`src/rtl/m_load_ctrl.sv`:
```
// Memory-stage load/store sequencer: one access at a time over a req/ready + rvalid
// data-memory port, with byte enables for stores and sign-extended load results.
module m_load_ctrl #(
   parameter int unsigned TIMEOUT = 15
) (
   input  logic        i_clk,
   input  logic        i_rst,
   input  logic        i_con_req,
   input  logic        i_con_we,
   input  logic [1:0]  i_con_loadsig,
   input  logic [31:0] i_data_addr,
   input  logic [31:0] i_data_wdata,
   output logic        o_mem_req,
   output logic        o_mem_we,
   output logic [31:0] o_mem_addr,
   output logic [31:0] o_mem_wdata,
   output logic [3:0]  o_mem_be,
   input  logic        i_mem_ready,
   input  logic        i_mem_rvalid,
   input  logic [31:0] i_data_Rdata,
   output logic        o_con_stall,
   output logic        o_con_done,
   output logic        o_con_err,
   output logic [31:0] o_data_Wdata
);

   typedef enum logic [1:0] {S_IDLE, S_REQ, S_WAIT, S_DONE} state_t;

   localparam logic [7:0] LAST_CNT = 8'(TIMEOUT - 1);

   state_t      state_q;
   logic [7:0]  cnt_q;
   logic [1:0]  lane_q;
   logic [1:0]  size_q;
   logic        we_q;
   logic        mem_req_q;
   logic        mem_we_q;
   logic [31:0] mem_addr_q;
   logic [31:0] mem_wdata_q;
   logic [3:0]  mem_be_q;
   logic        done_q;
   logic        err_q;
   logic [31:0] wdata_out_q;

   logic        misalign_d;
   logic [3:0]  be_d;
   logic [31:0] wrep_d;
   logic [31:0] ext_d;
   logic [7:0]  byte_sel;
   logic [15:0] half_sel;

   // Reserved size 11 is rejected together with misaligned half/word accesses.
   always_comb begin
      misalign_d = 1'b0;
      be_d       = 4'b1111;
      wrep_d     = i_data_wdata;
      case (i_con_loadsig)
         2'b10: begin
            be_d   = 4'b0001 << i_data_addr[1:0];
            wrep_d = {4{i_data_wdata[7:0]}};
         end
         2'b01: begin
            misalign_d = i_data_addr[0];
            be_d       = i_data_addr[1] ? 4'b1100 : 4'b0011;
            wrep_d     = {2{i_data_wdata[15:0]}};
         end
         2'b00:   misalign_d = (i_data_addr[1:0] != 2'b00);
         default: misalign_d = 1'b1;
      endcase
   end

   always_comb begin
      case (lane_q)
         2'd0:    byte_sel = i_data_Rdata[7:0];
         2'd1:    byte_sel = i_data_Rdata[15:8];
         2'd2:    byte_sel = i_data_Rdata[23:16];
         default: byte_sel = i_data_Rdata[31:24];
      endcase
      half_sel = lane_q[1] ? i_data_Rdata[31:16] : i_data_Rdata[15:0];
      case (size_q)
         2'b10:   ext_d = {{24{byte_sel[7]}}, byte_sel};
         2'b01:   ext_d = {{16{half_sel[15]}}, half_sel};
         default: ext_d = i_data_Rdata;
      endcase
   end

   always_ff @(posedge i_clk or posedge i_rst) begin
      if (i_rst) begin
         state_q     <= S_IDLE;
         cnt_q       <= 8'd0;
         lane_q      <= 2'd0;
         size_q      <= 2'd0;
         we_q        <= 1'b0;
         mem_req_q   <= 1'b0;
         mem_we_q    <= 1'b0;
         mem_addr_q  <= 32'd0;
         mem_wdata_q <= 32'd0;
         mem_be_q    <= 4'd0;
         done_q      <= 1'b0;
         err_q       <= 1'b0;
         wdata_out_q <= 32'd0;
      end else begin
         done_q <= 1'b0;
         case (state_q)
            S_IDLE: begin
               if (i_con_req) begin
                  lane_q <= i_data_addr[1:0];
                  size_q <= i_con_loadsig;
                  we_q   <= i_con_we;
                  if (misalign_d) begin
                     state_q     <= S_DONE;
                     done_q      <= 1'b1;
                     err_q       <= 1'b1;
                     wdata_out_q <= 32'd0;
                  end else begin
                     state_q     <= S_REQ;
                     mem_req_q   <= 1'b1;
                     mem_we_q    <= i_con_we;
                     mem_addr_q  <= {i_data_addr[31:2], 2'b00};
                     mem_wdata_q <= i_con_we ? wrep_d : 32'd0;
                     mem_be_q    <= i_con_we ? be_d : 4'b1111;
                  end
               end
            end
            S_REQ: begin
               if (i_mem_ready) begin
                  state_q     <= S_WAIT;
                  cnt_q       <= 8'd0;
                  mem_req_q   <= 1'b0;
                  mem_we_q    <= 1'b0;
                  mem_addr_q  <= 32'd0;
                  mem_wdata_q <= 32'd0;
                  mem_be_q    <= 4'd0;
               end
            end
            S_WAIT: begin
               // rvalid takes priority over the final timeout cycle.
               if (i_mem_rvalid) begin
                  state_q     <= S_DONE;
                  done_q      <= 1'b1;
                  err_q       <= 1'b0;
                  wdata_out_q <= we_q ? 32'd0 : ext_d;
               end else if (cnt_q == LAST_CNT) begin
                  state_q     <= S_DONE;
                  done_q      <= 1'b1;
                  err_q       <= 1'b1;
                  wdata_out_q <= 32'd0;
               end else begin
                  cnt_q <= cnt_q + 8'd1;
               end
            end
            default: state_q <= S_IDLE;
         endcase
      end
   end

   assign o_con_stall  = ((state_q == S_IDLE) && i_con_req) ||
                         (state_q == S_REQ) || (state_q == S_WAIT);
   assign o_mem_req    = mem_req_q;
   assign o_mem_we     = mem_we_q;
   assign o_mem_addr   = mem_addr_q;
   assign o_mem_wdata  = mem_wdata_q;
   assign o_mem_be     = mem_be_q;
   assign o_con_done   = done_q;
   assign o_con_err    = err_q;
   assign o_data_Wdata = wdata_out_q;

endmodule

```
`config.mk`:
```
export PLATFORM = sky130hd
export DESIGN_NAME = m_load_ctrl
export DESIGN_NICKNAME = d
export VERILOG_FILES = /design/src/rtl/m_load_ctrl.sv
export SDC_FILE = /design/constraint.sdc
export NUM_CORES = 1
export LEC_CHECK = 0
export ABC_AREA = 1
export CAP_MARGIN = 40
export CORE_MARGIN = 2
export CORE_UTILIZATION = 45
export CTS_CLUSTER_SIZE = 40
export DETAILED_ROUTE_END_ITERATION = 10
export GPL_TIMING_DRIVEN = 0
export PLACE_DENSITY = 0.85
export SYNTH_ARGS = -nofsm -noshare
export SYNTH_HDL_FRONTEND = slang
export SYNTH_SLANG_ARGS = --single-unit
```
`constraint.sdc`:
```
create_clock -name i_clk -period 14 [get_ports i_clk]
set_input_delay 4.2 -clock i_clk [delete_from_list [all_inputs] [get_ports i_clk]]
set_output_delay 4.2 -clock i_clk [all_outputs]
set_load 0.02 [all_outputs]
```
Word level (Yosys, flattened, before mapping)
Cells that the tools add are included.

word-level totals
  register bits after elaboration = 119
  input bits = 104

cells by class
  $add $sub $neg = 1
  equality and inequality tests = 16
  shifts and indexed selects = 1
  mux-type cells = 53
  reduce and logical (&&, ||, !) cells = 15

operator list
  kind                                                 count
  two-way mux 32 bit                                   11
  case mux 32 bit (2 select lines)                     5
  two-way mux 8 bit                                    3
  case mux 8 bit (3 select lines)                      1
  two-way mux 4 bit                                    5
  two-way mux 16 bit                                   1
  case mux 4 bit (2 select lines)                      2
  case mux 8 bit (2 select lines)                      1
  two-way mux 1 bit                                    13
  != test 2 bit, second input constant                 6
  AND reduction 4 bit                                  3
  two-way mux 2 bit                                    5
  adder 8 x 1 -> 8 bit, second input constant          1
  equality test 2 x 1 -> 1 bit, second input constant  4
  equality test 2 bit, second input constant           4
  equality test 8 x 4 -> 1 bit, second input constant  1
  case mux 1 bit (2 select lines)                      4
  nonzero test 2 bit                                   4
  zero test 2 bit                                      3
  case mux 2 bit (3 select lines)                      1
  << shifter 1 x 2 -> 4 bit, first input constant      1
  != test 3 bit, second input constant                 1
  case mux 1 bit (3 select lines)                      1
  AND reduction 3 bit                                  1
  3 further kinds                                      4

Longest topological paths before layout
Gate-level depths: netlist of run 1.

  depth in word-level cells = 6
  gate-level depth with buffers = 12
  depth with buffers taken out = 9

Worst setup path after synthesis of run 1
No wires, ideal clock.

  kind = input port to output port
  start point = input port i_con_req
  end point = output port o_con_stall
  arrival time = 4697 ps
  required time = 9800 ps
  slack = 5103 ps
  stages on the path = 3
  path buffers = 1
  path through = nand2_1 clkbuf_1 nand2_1

between the ends
  longest elaborated chain between the ends = 3

RTL lines
  element             RTL line  source
  start: declaration  8         input logic i_con_req,
  logical AND 1 bit   157       assign o_con_stall = ((state_q == S_IDLE) && i_con_req) ||
  logical OR 1 bit    157
  logical OR 1 bit    158       (state_q == S_REQ) || (state_q == S_WAIT);
  end: declaration    21        output logic o_con_stall,

No other way between the ends.

Worst setup path after layout of run 1
Same ends and word-level chain as after synthesis.

==> results of run 1 <==
==> cell families after synthesis <==
group                    after synthesis
AO/OA/AOI/OAI                        130
XOR/XNOR                               3
adder cells (fa/ha/maj)               12
buffers and inverters                 97
flip-flops                           117
other                                  1
AND/OR/NAND/NOR                      462
==> through the flow <==
step | std cells | total power, mW | hold slack, ns
after global placement | 1204 | 1.646 | 0.4579
after floorplan | 823 | 1.216 | 0.4537
after detailed placement | 1205 | 1.671 | 0.4637
final | 1237 | 2.081 | 0.4800
after global routing | 1237 | 2.231 | 0.4981
after CTS | 1237 | 2.084 | 0.4812
==> sequential cells by signal, summed over array words and instances, names as in the netlist <==
| name | flops |
|---|---|
| cnt_q | 8 |
| state_q | 2 |
| o_data_Wdata | 32 |
| o_mem_we | 1 |
| lane_q | 2 |
| o_mem_be | 4 |
| o_con_done | 1 |
| size_q | 2 |
| we_q | 1 |
| o_con_err | 1 |
| o_mem_addr | 30 |
| o_mem_wdata | 32 |
| o_mem_req | 1 |
==> power groups by stage <==
stage | logic (mW) | registers [mW] | clock network [mW]
final | 1.13 | 0.552 | 0.402
after global routing | 1.24 | 0.566 | 0.424
after CTS | 1.13 | 0.551 | 0.406
after detailed placement | 1.12 | 0.551 | 0
after global placement | 1.10 | 0.549 | 0
after floorplan | 0.526 | 0.690 | 0
==> layout make-up <==
class	instances	area share, %
tap	176	2.453
clock buffer	24	5.254
clock inverter	8	0.8362
sequential	117	32.61
buffer	49	2.592
timing repair buffer	206	23.16
inverter	48	2.063
multi-input combinational	609	31.02
==> final timing paths <==
check / startpoint / endpoint / slack (ns) / depth (start not counted)
worst max-delay path: i_con_req / o_con_stall / 4.05 / 5
worst min-delay path: o_mem_addr[2]$_DFFE_PP0P_ / o_mem_addr[2]$_DFFE_PP0P_ / 0.48 / 2
worst max register to register: state_q[1]$_DFFE_PP0P_ / o_mem_wdata[23]$_DFFE_PP0P_ / 11.95 / 10
worst min register to register: o_mem_addr[2]$_DFFE_PP0P_ / o_mem_addr[2]$_DFFE_PP0P_ / 0.48 / 2
max in group asynchronous: i_rst / o_data_Wdata[10]$_DFFE_PP0P_ / 9.16 / 3
min in group asynchronous: i_rst / o_mem_addr[16]$_DFFE_PP0P_ / 4.14 / 2
==> synth_stat cells <==
cell type / count
a21oi_1: 23
nor3_2: 1
o21ai_0: 80
nand3_1: 62
buf_6: 3
a31oi_1: 4
nand4_1: 1
ha_1: 12
nand3b_1: 2
nand3_2: 3
nor2_1: 15
or2_2: 13
inv_2: 3
o211ai_1: 1
xor2_1: 2
o21ai_1: 7
buf_1: 2
nor3_1: 1
xnor2_1: 1
dfrtp_1: 117
clkbuf_1: 29
nor2_4: 1
conb_1: 1
buf_2: 12
nand2_1: 363
o2111ai_1: 14
a21o_1: 1
buf_4: 3
inv_1: 45
==> worst max-delay path, stage by stage <==
cell,delay [ns]
clkdlybuf4s50_1,0.50
nand2_1,0.10
clkbuf_1,0.20
nand2_1,0.14
clkdlybuf4s50_1,0.61
==> routing by layer <==
metal  wire length (µm)  global-route usage [%]  vias to the layer above
li1                   -                       -                     3089
met1               7711                   33.23                     2946
met2               9350                   44.53                      281
met3               1530                   6.274                       41
met4                486                   10.97                        0
met5                  0                       0                        -
==> impl_metrics.json, run 1 <==
{
  "clkPwrFrac_pct": 19.3,
  "grt_pass1_wl_um": 30350,
  "finalCriticalPeriod_ns": 9.949,
  "synth_top_area_cell": "dfrtp_1",
  "place_ws_ns": 4.043,
  "drc": 0,
  "crit_path_end_kind": "output pin",
  "fin_ws_ns": 4.051,
  "core-area_mm2": 0.01324,
  "synth_compound_area_share_pct": 11.65,
  "wirelength_um": 19080,
  "io_pins": 209,
  "dp_hpwl_um": 14050,
  "skew_ns": 0.01265,
  "cp.arrival_ns": 5.75,
  "clkTransAtPathRegs_ns": 0.05,
  "yosysTopAreaCellShare_pct": 47.82,
  "final-max-slew-violation-count": 0,
  "clkSinkCount": 117,
  "port_buffers": 205,
  "max_freq_mhz": 100.5,
  "final_cell_mix": "nand2_1, clkdlybuf4s50_1, dfrtp_1",
  "p_seq_share_pct": 26.5,
  "ys_seq_area_share_pct": 47.82,
  "synth_area_leaders": "dfrtp_1, nand2_1, o21ai_0",
  "via_count": 6357,
  "p_leak_nw": 4.350,
  "ctsResizeCount": 0,
  "seq_area_mm2": 0.002928,
  "die_area_mm2": 0.01455,
  "outcome": "complete, no violations",
  "hold_path.class": "reg2reg",
  "synth_cell_types": 29,
  "grt_antenna_before_repair": 0,
  "drive_above_1_share_pct": 6.409,
  "rsz0062_at_grt": "false",
  "postCtsHoldBufs": 0,
  "syn_avg_cell_area_um2": 7.448,
  "yosys.area_share.simple_pct": 30.84,
  "synth_seq_cells": 117,
  "fin_crit_sh_pct": 71.07,
  "synthMuxAreaShare_pct": 0,
  "cts.repair_timing.setup_buffer_count": 0,
  "fin_setup_tns_ns": 0,
  "comb_power_share_pct": 54.2,
  "fp.dieH_um": 120.6,
  "crit_type": "in2out",
  "synth_top_family_by_area": "simple AND/OR/NAND/NOR gates",
  "netlist_instances": 822,
  "ir_worst_vdd_mv": 0.1083,
  "htreeDepth": 4,
  "num_rows": 42,
  "final_area_mm2": 0.008977,
  "path_max_fanout": 10,
  "final-setup-viol-count": 0,
  "layout_commonest_cell": "nand2_1",
  "numCtsBuffers": 17,
  "drtAntennaViolNets": 0,
  "maxCapViolations": 0,
  "critPathLaunchType": "input port",
  "cp.required_ns": 9.80,
  "grt_pass1_vias": 6128,
  "place_congestion": 0.9765,
  "multi_input_area_mm2": 0.002785,
  "switching_share_pct": 43.77,
  "cts_tree": "yes",
  "track_usage_pct": 26.67,
  "die_w_um": 120.6,
  "antenna_cells": 0,
  "powerDensity_mw_per_mm2": 231.9,
  "synth_xor_area_share_pct": 0.4292,
  "wl_per_cell_um": 15.42,
  "drtIter0Drc": 491,
  "synth_area_mm2": 0.006122,
  "viasPerCell": 5.139,
  "ys_warn_count": 0,
  "first_pass_iters": 5,
  "fin_util_pct": 67.79,
  "p_int_mw": 1.170,
  "clockBufferDepth": 2,
  "switchingPower_mw": 0.9110,
  "place_area_mm2": 0.008431,
  "nFillCells": 1128,
  "initial_core_util_pct": 46.23,
  "grt-ovfl-total": 0,
  "cts_root_buf": "clkbuf_16",
  "hold_violations": 0,
  "nets": 1164,
  "synth_adder_area_share_pct": 2.452,
  "area_growth_pct": 46.64,
  "grt_max_degree": 87,
  "clkLatencyLatePin_ns": 0.42
}
(Power assumes the default switching activity.)
==> run 2, diff against run 1 <==
--- a/config.mk
+++ b/config.mk
@@ -8,11 +8,11 @@
 export ABC_AREA = 1
 export CAP_MARGIN = 40
 export CORE_MARGIN = 2
-export CORE_UTILIZATION = 45
+export CORE_UTILIZATION = 42
 export CTS_CLUSTER_SIZE = 40
 export DETAILED_ROUTE_END_ITERATION = 10
 export GPL_TIMING_DRIVEN = 0
-export PLACE_DENSITY = 0.85
+export PLACE_DENSITY = 0.84
 export SYNTH_ARGS = -nofsm -noshare
 export SYNTH_HDL_FRONTEND = slang
 export SYNTH_SLANG_ARGS = --single-unit
==> constraint.sdc (replaced) <==
create_clock -name i_clk -period 8.8 [get_ports i_clk]
set_input_delay 2.64 -clock i_clk [delete_from_list [all_inputs] [get_ports i_clk]]
set_output_delay 2.64 -clock i_clk [all_outputs]
set_load 0.02 [all_outputs]
==> run 2 against run 1 <==
- non-clock buffer count did not move
- setup slack lost 2.1 ns
- sequential power up 60%
- clock power rose by 71%
- wire length rose by 0.11%
- worst hold slack got worse by 0.011 ns
- final cell count grew 0.49%
- global-route usage decreased by 1.9 points
- critical endpoint unchanged
- largest cell class unchanged
- highest routed layer unchanged
==> impl_metrics.json, run 2 (synthesis results as in run 1) <==
{
  "cts_root_buf": "clkbuf_16",
  "viasPerCell": 5.158,
  "max_freq_mhz": 146.0,
  "worst_pin_slew_ns": 0.5268,
  "grt_pass1_vias": 6089,
  "reg2reg_to": "o_data_Wdata[8]$_DFFE_PP0P_",
  "rsz0062_at_grt": "false",
  "finalCriticalPeriod_ns": 6.848,
  "crit_path_end_kind": "output pin",
  "num_rows": 44,
  "ir_worst_vdd_mv": 0.1795,
  "drtIter0Drc": 527,
  "whs_endpoint": "o_con_err$_DFFE_PP0P_",
  "clockBufferDepth": 2,
  "fin_setup_tns_ns": 0,
  "drive_above_1_share_pct": 6.610,
  "final-setup-viol-count": 0,
  "clkLatencyLatePin_ns": 0.41,
  "cts.repair_timing.setup_buffer_count": 0,
  "reg2regPathDepth": 7,
  "place_area_mm2": 0.008441,
  "path_max_fanout": 10,
  "final_area_mm2": 0.009025,
  "outcome": "complete, no violations",
  "nets": 1164,
  "grt-ovfl-total": 0,
  "place_congestion": 0.9547,
  "first_pass_iters": 6,
  "r2r_start": "size_q[0]$_DFFE_PP0P_",
  "skew_ns": 0.007608,
  "numCtsBuffers": 17,
  "fin_crit_sh_pct": 77.82,
  "dp_hpwl_um": 14060,
  "die_w_um": 124.7,
  "htreeDepth": 4,
  "critPathLaunchType": "input port",
  "die_area_mm2": 0.01556,
  "grt_pass1_wl_um": 30940,
  "cp.arrival_ns": 4.21,
  "drc": 0,
  "core-area_mm2": 0.01437,
  "clkSinkCount": 117,
  "antenna_cells": 0,
  "drtAntennaViolNets": 0,
  "wirelength_um": 19100,
  "layout_commonest_cell": "nand2_1",
  "final-max-slew-violation-count": 0,
  "powerDensity_mw_per_mm2": 372.9,
  "hold_violations": 0,
  "maxCapViolations": 0,
  "hold_depth": 2,
  "track_usage_pct": 24.76,
  "reg2reg_slack_ns": 6.79,
  "cp_slowest_cell": "clkdlybuf4s50_1",
  "initial_core_util_pct": 42.61,
  "slew_headroom_pct": 64.88,
  "ctsResizeCount": 0,
  "grt_max_degree": 90,
  "io_pins": 209,
  "grt_antenna_before_repair": 0,
  "fp.dieH_um": 124.7,
  "cts_tree": "yes",
  "slowest_delay_ns": 0.56,
  "area_growth_pct": 47.41,
  "hold_path.class": "reg2reg",
  "cp.required_ns": 6.16,
  "crit_chain": "clkdlybuf4s50_1, nand2_1, clkbuf_1, nand2_1, clkdlybuf4s50_1",
  "clkTransAtPathRegs_ns": 0.05,
  "p_leak_nw": 4.370,
  "hold_start": "o_con_err$_DFFE_PP0P_",
  "crit_type": "in2out",
  "postCtsHoldBufs": 0,
  "via_count": 6412,
  "port_buffers": 205,
  "wl_per_cell_um": 15.36,
  "final_cell_mix": "nand2_1, clkdlybuf4s50_1, dfrtp_1"
}
run 2: worst max path at each step:
stage          startpoint                     endpoint  slack [ns]  cells past startpoint
4_1_cts         i_con_req                  o_con_stall        1.96                      5
2_1_floorplan   i_con_req                  o_con_stall        3.02                      3
3_3_place_gp        i_rst  o_mem_wdata[29]$_DFFE_PP0P_        1.30                      2
5_1_grt         i_con_req                  o_con_stall        1.86                      5
3_5_place_dp    i_con_req                  o_con_stall        1.97                      5
6_report        i_con_req                  o_con_stall        1.95                      5
run 2: power by group:
group          internal (mW)  switching, mW
Clock                  0.443          0.245
Combinational          0.707           1.09
Sequential             0.754          0.128
run 2: worst max-delay path, delay by kind of cell:
family	cells	cell delay [ns]
buf+inv	3	1.31
simple gates	2	0.25
run 2: routing by layer:
layer | track usage, % | wire [µm] | vias up
li1 | - | - | 3094
met1 | 31.43 | 7859 | 2964
met2 | 40.21 | 9075 | 309
met3 | 6.830 | 1623 | 45
met4 | 9.716 | 540 | 0
met5 | 0 | 0 | -
run 2: cell type report:
type,instances,area (µm²)
Clock inverter,8,100.1
Tap cell,184,230.2
Buffer,49,232.7
Timing Repair Buffer,206,2079
Multi-Input combinational cell,609,2785
Clock buffer,22,484.2
Inverter,48,185.2
Sequential cell,117,2928
Fill cell,1232,5344
run 2: stage by stage:
stage                     util [%]  cells  power (mW)  hold WS [ns]  setup WS (ns)
after floorplan                  -    823       1.935        0.4537          3.023
after global placement       58.52   1212       2.629        0.4573          1.303
after detailed placement     58.74   1213       2.664        0.4648          1.968
after CTS                    62.81   1243       3.367        0.4805          1.958
after global routing         62.81   1243       3.601        0.4965          1.863
final                        62.81   1243       3.366        0.4690          1.952
